## src/rtl/hv_encode_accumulator.sv

```systemverilog
// hv_encode_accumulator
// Sums signed per-lane partial sums over the beats of one hypervector chunk,
// turns each lane into one bit by its sign, and hands the chunk plus its
// buffer address downstream over valid/ready. After NUM_CHUNKS chunks the
// block parks in DONE until reset.
module hv_encode_accumulator #(
  parameter int LANES            = 16,
  parameter int PSUM_WIDTH       = 16,
  parameter int ACC_WIDTH        = 24,
  parameter int BEATS_PER_CHUNK  = 16,
  parameter int NUM_CHUNKS       = 250,
  parameter int CHUNK_ADDR_WIDTH = 8
) (
  input  logic                                 clk,
  input  logic                                 reset_in,
  input  logic                                 in_valid,
  output logic                                 in_ready,
  input  logic [LANES-1:0][PSUM_WIDTH-1:0]     in_psum,
  input  logic                                 in_last,
  output logic                                 out_valid,
  input  logic                                 out_ready,
  output logic [LANES-1:0]                     out_chunk,
  output logic [CHUNK_ADDR_WIDTH-1:0]          out_addr,
  output logic                                 out_done,
  output logic                                 sat_err,
  output logic                                 frame_err
);

  localparam int BEAT_CNT_WIDTH = $clog2(BEATS_PER_CHUNK + 1);
  localparam logic [ACC_WIDTH-1:0] ACC_MAX = {1'b0, {(ACC_WIDTH-1){1'b1}}};
  localparam logic [ACC_WIDTH-1:0] ACC_MIN = {1'b1, {(ACC_WIDTH-1){1'b0}}};
  localparam logic [BEAT_CNT_WIDTH-1:0] LAST_BEAT_IDX = BEAT_CNT_WIDTH'(BEATS_PER_CHUNK - 1);
  localparam logic [CHUNK_ADDR_WIDTH-1:0] LAST_CHUNK_IDX = CHUNK_ADDR_WIDTH'(NUM_CHUNKS - 1);

  typedef enum logic [1:0] {
    ST_ACCUM,
    ST_EMIT,
    ST_DONE
  } state_t;

  state_t                      r_state;
  state_t                      w_state_next;

  logic [ACC_WIDTH-1:0]        r_acc [LANES];
  logic [BEAT_CNT_WIDTH-1:0]   r_beat_cnt;
  logic [CHUNK_ADDR_WIDTH-1:0] r_chunk_cnt;
  logic [LANES-1:0]            r_out_chunk;
  logic [CHUNK_ADDR_WIDTH-1:0] r_out_addr;
  logic                        r_sat_err;
  logic                        r_frame_err;

  // One extra bit of headroom so the raw sum never wraps before the clamp test.
  logic [ACC_WIDTH:0]          w_wide     [LANES];
  logic [ACC_WIDTH-1:0]        w_acc_next [LANES];
  logic [LANES-1:0]            w_lane_sat;
  logic [LANES-1:0]            w_chunk_bits;

  logic w_beat_fire;
  logic w_out_fire;
  logic w_last_beat;
  logic w_close;
  logic w_final_chunk;

  // Handshake qualifiers are derived from the state register, not from the
  // output ports, so no combinational path loops through in_ready/out_valid.
  assign w_beat_fire   = in_valid  && (r_state == ST_ACCUM);
  assign w_out_fire    = out_ready && (r_state == ST_EMIT);
  assign w_last_beat   = (r_beat_cnt == LAST_BEAT_IDX);
  assign w_close       = w_beat_fire && (in_last || w_last_beat);
  assign w_final_chunk = (r_chunk_cnt == LAST_CHUNK_IDX);

  // Per-lane saturating add of the sign-extended partial sum, and the sign bit
  // of the result (zero counts as non-negative, so it maps to 1).
  always_comb begin
    for (int i = 0; i < LANES; i++) begin
      w_wide[i] = {r_acc[i][ACC_WIDTH-1], r_acc[i]}
                + {{(ACC_WIDTH + 1 - PSUM_WIDTH){in_psum[i][PSUM_WIDTH-1]}}, in_psum[i]};
      w_lane_sat[i] = w_wide[i][ACC_WIDTH] ^ w_wide[i][ACC_WIDTH-1];
      if (w_lane_sat[i]) begin
        w_acc_next[i] = w_wide[i][ACC_WIDTH] ? ACC_MIN : ACC_MAX;
      end else begin
        w_acc_next[i] = w_wide[i][ACC_WIDTH-1:0];
      end
      w_chunk_bits[i] = ~w_acc_next[i][ACC_WIDTH-1];
    end
  end

  // Next-state and handshake/status outputs decoded from the current state.
  always_comb begin
    // NOTE: every output of this block gets a default first; a path that left
    // one unassigned would infer a latch.
    w_state_next = r_state;
    in_ready     = 1'b0;
    out_valid    = 1'b0;
    out_done     = 1'b0;
    unique case (r_state)
      ST_ACCUM: begin
        in_ready = 1'b1;
        if (w_close) begin
          w_state_next = ST_EMIT;
        end
      end
      ST_EMIT: begin
        out_valid = 1'b1;
        if (out_ready) begin
          w_state_next = w_final_chunk ? ST_DONE : ST_ACCUM;
        end
      end
      ST_DONE: begin
        out_done = 1'b1;
      end
      default: begin
        w_state_next = ST_ACCUM;
      end
    endcase
  end

  // State register.
  always_ff @(posedge clk) begin
    // NOTE: sequential state uses non-blocking assignments so every flop
    // samples pre-edge values regardless of statement order.
    if (reset_in) begin
      r_state <= ST_ACCUM;
    end else begin
      r_state <= w_state_next;
    end
  end

  // Accumulators, counters, registered chunk/address and sticky error flags.
  always_ff @(posedge clk) begin
    if (reset_in) begin
      // NOTE: the accumulator array is a bank of flops, not a RAM, and a reset
      // mid-chunk must discard partial sums, so every lane is cleared here.
      for (int i = 0; i < LANES; i++) begin
        r_acc[i] <= '0;
      end
      r_beat_cnt  <= '0;
      r_chunk_cnt <= '0;
      r_out_chunk <= '0;
      r_out_addr  <= '0;
      r_sat_err   <= 1'b0;
      r_frame_err <= 1'b0;
    end else begin
      if (w_beat_fire) begin
        for (int i = 0; i < LANES; i++) begin
          r_acc[i] <= w_acc_next[i];
        end
        r_beat_cnt <= r_beat_cnt + 1'b1;
        if (|w_lane_sat) begin
          r_sat_err <= 1'b1;
        end
        if (w_close) begin
          r_out_chunk <= w_chunk_bits;
          r_out_addr  <= r_chunk_cnt;
          if (w_last_beat && !in_last) begin
            r_frame_err <= 1'b1;
          end
        end
      end
      if (w_out_fire) begin
        for (int i = 0; i < LANES; i++) begin
          r_acc[i] <= '0;
        end
        r_beat_cnt <= '0;
        if (!w_final_chunk) begin
          r_chunk_cnt <= r_chunk_cnt + 1'b1;
        end
      end
    end
  end

  assign out_chunk = r_out_chunk;
  assign out_addr  = r_out_addr;
  assign sat_err   = r_sat_err;
  assign frame_err = r_frame_err;

endmodule
```

## config.mk

```make
export PLATFORM = sky130hd
export DESIGN_NAME = hv_encode_accumulator
export DESIGN_NICKNAME = d
export VERILOG_FILES = /design/src/rtl/hv_encode_accumulator.sv
export SDC_FILE = /design/constraint.sdc
export NUM_CORES = 2
export LEC_CHECK = 0
export ABC_CLOCK_PERIOD_IN_PS = 14800
export BUFFER_PORTS_ARGS = -buffer_cell sky130_fd_sc_hd__buf_2
export CAP_MARGIN = 10
export CORE_MARGIN = 3
export CORE_UTILIZATION = 30
export CTS_CLUSTER_SIZE = 30
export DETAILED_ROUTE_END_ITERATION = 16
export PLACE_DENSITY = 0.52
export SLEW_MARGIN = 40
export SYNTH_ARGS = -nofsm -noshare
export SYNTH_HDL_FRONTEND = slang
export SYNTH_SLANG_ARGS = --single-unit
```

## constraint.sdc

```tcl
create_clock -name clk -period 14.8 [get_ports clk]
set_input_delay 0.74 -clock clk [delete_from_list [all_inputs] [get_ports clk]]
set_output_delay 0.74 -clock clk [all_outputs]
set_load 0.03 [all_outputs]
```

== After elaboration in Yosys (flattened, before gate mapping) ==
Memory sizes are Yosys's and may differ from the RTL's.
Index checks and enable logic that the tools add are counted.
Word-level totals
  flip-flop bits (word level): 41
  bits in latches: 0
  memory bits (writable): 384
  bits in read-only memories: 0
  input bits: 261
  output and inout bits: 29
  word-level logic and storage cells: 191
  memories: 1
Memory list
  r_acc: words 16, width 24, rd ports 16, clocked after Yosys merged registers in 0, wr ports 16, line 44  | logic [ACC_WIDTH-1:0] r_acc [LANES];
Cells by class
  $add $sub $neg: 18
  $mul: 0
  div/mod/pow operators: 0
  $lt $le $gt $ge: 0
  equality and inequality tests: 6
  shifts and indexed selects: 0
  muxes and demuxes: 79
  bitwise operators: 66
  reduce and logical (&&, ||, !) cells: 14
Operators with widths (number)
  two-way mux 24 bit: 64
  adder 24 x 16 -> 25 bit: 16
  OR 1 bit: 32
  NOT 1 bit: 18
  OR reduction 16 bit: 1
  XOR 1 bit: 16
  two-way mux 1 bit: 11
  adder 8 x 1 -> 8 bit, second input constant: 1
  equality test 8 bit, second input constant: 1
  two-way mux 2 bit: 3
  case mux 2 bit (3 select lines): 1
  AND reduction 2 bit: 3
  AND reduction 3 bit: 2
  adder 5 x 1 -> 5 bit, second input constant: 1
  equality test 5 x 4 -> 1 bit, second input constant: 1
  logical AND 1 bit: 4
  inequality test 2 bit, second input constant: 2
  equality test 2 x 1 -> 1 bit, second input constant: 1
  equality test 2 bit, second input constant: 1
  zero test 2 bit: 1
  OR reduction 2 bit: 1
  zero test 1 bit: 1
  logical OR 1 bit: 1

== Logic depth before layout (Yosys ltp) ==
  depth after elaboration: 7
  gate-level depth with buffers: 19
  gate-level depth less buffers: 18

== Least setup slack after synthesis ==
Ideal clock, no wire load.
  path type: register -> register
  from: reg r_state[1]
  to: mem r_acc[4][4] (netlist: r_acc[0][100]), enable pin
  setup time: 0.520 ns
  arrival time: 4.797 ns
  data required time: 14.280 ns
  setup slack: 9.483 ns
  cell stages (with the launch flop): 7
  buffers on the path: 2
  period minus slack after synthesis: 5.317 ns
  cells stage by stage: dfxtp_1 > nor2_1 > and2_1 > clkbuf_1 > nor3_1 > clkbuf_1 > inv_1
RTL lines
  from (decl): line 41  | state_t r_state;
  from (signal assigned): line 125  | r_state <= w_state_next;
  to (decl): line 44

==> impl_metrics.json <==
{
  "cts_sinks": 425,
  "synth_top_area_share_pct": 17.1,
  "clock_path_buffers": 3,
  "drtIter0Drc": 1476,
  "synth-main-ff-cell": "dfxtp_1",
  "ys_seq_area_share_pct": 30.9,
  "rows": 122,
  "cts_tree": "done",
  "tightest_slew_ps": 806,
  "clockRootBuffer": "clkbuf_16",
  "cp-end-kind": "flop",
  "maxCapViolCount": 0,
  "synth-compound-area-share_pct": 26.3,
  "cts_inserted_buffers": 58,
  "grt_overflow_total": 0,
  "hold_slack_ps": 392,
  "io_buffers": 289,
  "dpl.cell_count": 5507,
  "multiInputGateArea_um2": 22400,
  "htreeDepth": 2,
  "r2r_slack_ps": 9430,
  "drt_pass1_iterations": 5,
  "critPathArrivalTime_ps": 5730,
  "cts_setup_buffers": 0,
  "min_period_ps": 5370,
  "grt_max_degree": 103,
  "setup_viol": 0,
  "crit_end": "r_acc[0][144]",
  "outcome": "finished, final reports clean",
  "r2r-start": "r_acc[0][145]",
  "die_y_um": 341,
  "synth.most_common_cell": "ha_1",
  "critical_path.cell_chain": "ha_1 -> a21o_1 -> a21oi_1 -> o21ai_0 -> a21oi_1 -> a211oi_1 -> a2111oi_0 -> o41ai_1 -> a21oi_1 -> o21bai_1 -> xnor2_1 -> ha_1 -> clkinv_1 -> o21ai_1 -> nor2_1",
  "maxSlewViolCount": 0,
  "vias_per_cell": 5.14,
  "synth-seq-cells": 425,
  "fmax_mhz": 186,
  "clk_latency_ps": 650,
  "grt_pass1_wl_mm": 150,
  "drc": 0,
  "synth_top_family_by_area": "compound AO/OA/AOI/OAI gates",
  "synth_edf_count": 192,
  "area_delta_synth_final_pct": 15.4,
  "yosys.area_share.simple_pct": 15.2,
  "r2r_end": "r_acc[0][144]",
  "path_class": "flop to flop",
  "core_region_area_um2": 111000,
  "syn_inst": 3831,
  "start_util_pct": 30.3,
  "ctsHoldBuffers": 0,
  "grt_pass1_vias": 28499,
  "drive_gt1_share_pct": 14.5,
  "postSynthAreaPerCell_um2": 8.80,
  "yosysTopAreaCell": "edfxtp_1",
  "cp_max_fo": 19,
  "fillers": 11678,
  "finalHoldViolations": 0,
  "final.setup_skew_ps": 16.3,
  "ios": 290,
  "synth-xor-area-share_pct": 8.10,
  "peakVddDrop_mv": 0.0876,
  "startpoint": "r_acc[0][145]",
  "cts_resized": 0,
  "finalNetCount": 4772,
  "start_kind": "flop",
  "synth_cell_types": 88,
  "gp_congestion": 0.829,
  "p_leak_uw": 0.0173,
  "rsz0062_at_grt": "no",
  "cpMaxStageDelayCell": "o21ai_1",
  "synth_fa_ha_area_share_pct": 16.4,
  "setup_tns_ps": 0,
  "regArea_um2": 10400,
  "fin_crit_sh_pct": 36.3,
  "ys_async_sr_fraction_pct": 0,
  "hpwlAfterDp_mm": 66.6,
  "synth_common_cells": "ha_1 (416), a21oi_1 (390), nor2_1 (373)",
  "antenna_found_initial": 25,
  "synth_area_leaders": "edfxtp_1 (17%), ha_1 (15%), dfxtp_1 (14%), a21oi_1 (5.8%), xnor2_1 (4.3%)",
  "relSlewSlack_pct": 46.1,
  "cp_data_required_time_ps": 15160,
  "synth-warning-count": 0,
  "reg2regPathDepth": 15,
  "grtUsageTotal_pct": 15.7,
  "wl_per_cell_um": 16.7,
  "slowest_delay_ps": 700,
  "hold_path.class": "input port to flop",
  "muxShareOfSynthArea_pct": 0.0594,
  "power_density_nw_per_um2": 170,
  "netlist_area_um2": 33700,
  "synthesis.nets": 4524,
  "stdcell_count": 5627,
  "vias": 28896,
  "die_area_um2": 116000,
  "ant_nets": 0,
  "dieWidth_um": 341,
  "routed_wl_mm": 94.0,
  "clk_pin_slew_ps": 60,
  "cpMostUsedCell": "a21oi_1"
}
-- sequential cells by signal, indices dropped and copies added, names as in the netlist --
name and cells:
r_chunk_cnt 8, r_state 2, sat_err 1, r_beat_cnt 5
r_acc 384, frame_err 1, out_addr 8, out_chunk 16
-- cell usage in the layout, fill, tap and decap left out, types with 15 or more instances in the layout --
cell         n
clkbuf_16   64
nor2b_1     51
a211oi_1    49
nand2_1    243
o21ai_1     22
o211ai_1    17
o21bai_1    34
a21o_1     131
or2_2       22
o21a_1      59
xnor2_1    166
inv_1      133
or3_1       43
fa_1        16
nor3_1     102
and3_1      43
ha_1       409
a221o_1     19
o221a_2    116
a31oi_1     29
buf_4       20
a21boi_0    23
and2_1      15
edfxtp_1   192
dfxtp_1    233
o21ai_0    247
a31o_2      15
buf_2      289
nand4_1     20
nor2_1     371
nand3_1     52
a21oi_1    389
o31ai_1     18
xor2_1     144
nand2b_1    82
-- worst max-delay path: cells and delay by family, from the launching register on --
family          cells  cell delay (ps)
simple gates        1              110
buf+inv             1              610
compound gates     10             2990
flops               1              410
xor+xnor            1              110
fa+ha+maj           2              850
-- per-stage QoR --
| stage | power [uW] | worst slack (ps) | instance area, um^2 | utilization, % |
|---|---|---|---|---|
| 2_1_floorplan | 4360 | 9480 | 33700 | - |
| 3_3_place_gp | 5130 | 8570 | 36800 | 33.1 |
| 3_5_place_dp | 5160 | 8910 | 36800 | 33.1 |
| 4_1_cts | 6710 | 9390 | 38800 | 34.9 |
| 5_1_grt | 7220 | 8830 | 38900 | 35.0 |
| 6_report | 6610 | 9430 | 38900 | 35.0 |
-- where the power goes --
group          internal [uW]  total, uW  switching, uW
Combinational           1410       3430           2020
Sequential              1570       1700            126
Clock                    891       1480            592
Total                   3880       6610           2730
-- final cells by class --
type | count | share of cell area [%]
Clock inverter | 26 | 0.682
Clock buffer | 81 | 4.49
Sequential cell | 425 | 26.8
Inverter | 137 | 1.35
Timing Repair Buffer | 313 | 4.22
Multi-Input combinational cell | 3144 | 57.6
Antenna cell | 13 | 0.0837
Tap cell | 1488 | 4.79
-- metal layers --
layer	GRT usage (%)	wire (um)	share of wire (%)	vias up
met4	3.66	1920	2.0	12
met1	21.0	44900	48	13502
met3	3.17	5160	5.5	116
met5	0	82	0.087	-
met2	25.9	41900	45	446
li1	-	-	-	14820
-- worst min-delay path by stage --
stage / startpoint / to / slack, ps / cells past startpoint
2_1_floorplan: r_acc[1][11] / r_acc[1][11] / 420 / 2
3_3_place_gp: r_acc[1][16] / r_acc[1][16] / 430 / 2
3_5_place_dp: r_acc[1][4] / r_acc[1][4] / 440 / 2
4_1_cts: out_ready / r_state[0] / 310 / 3
5_1_grt: out_ready / r_state[0] / 360 / 3
6_report: out_ready / r_state[0] / 390 / 3
-- logic make-up after synthesis --
group           Yosys count
compound gates         1310
simple gates           1089
fa+ha+maj               432
flops                   425
xor+xnor                311
buf+inv                 262
mux                       2
(Power assumes the default switching activity.)
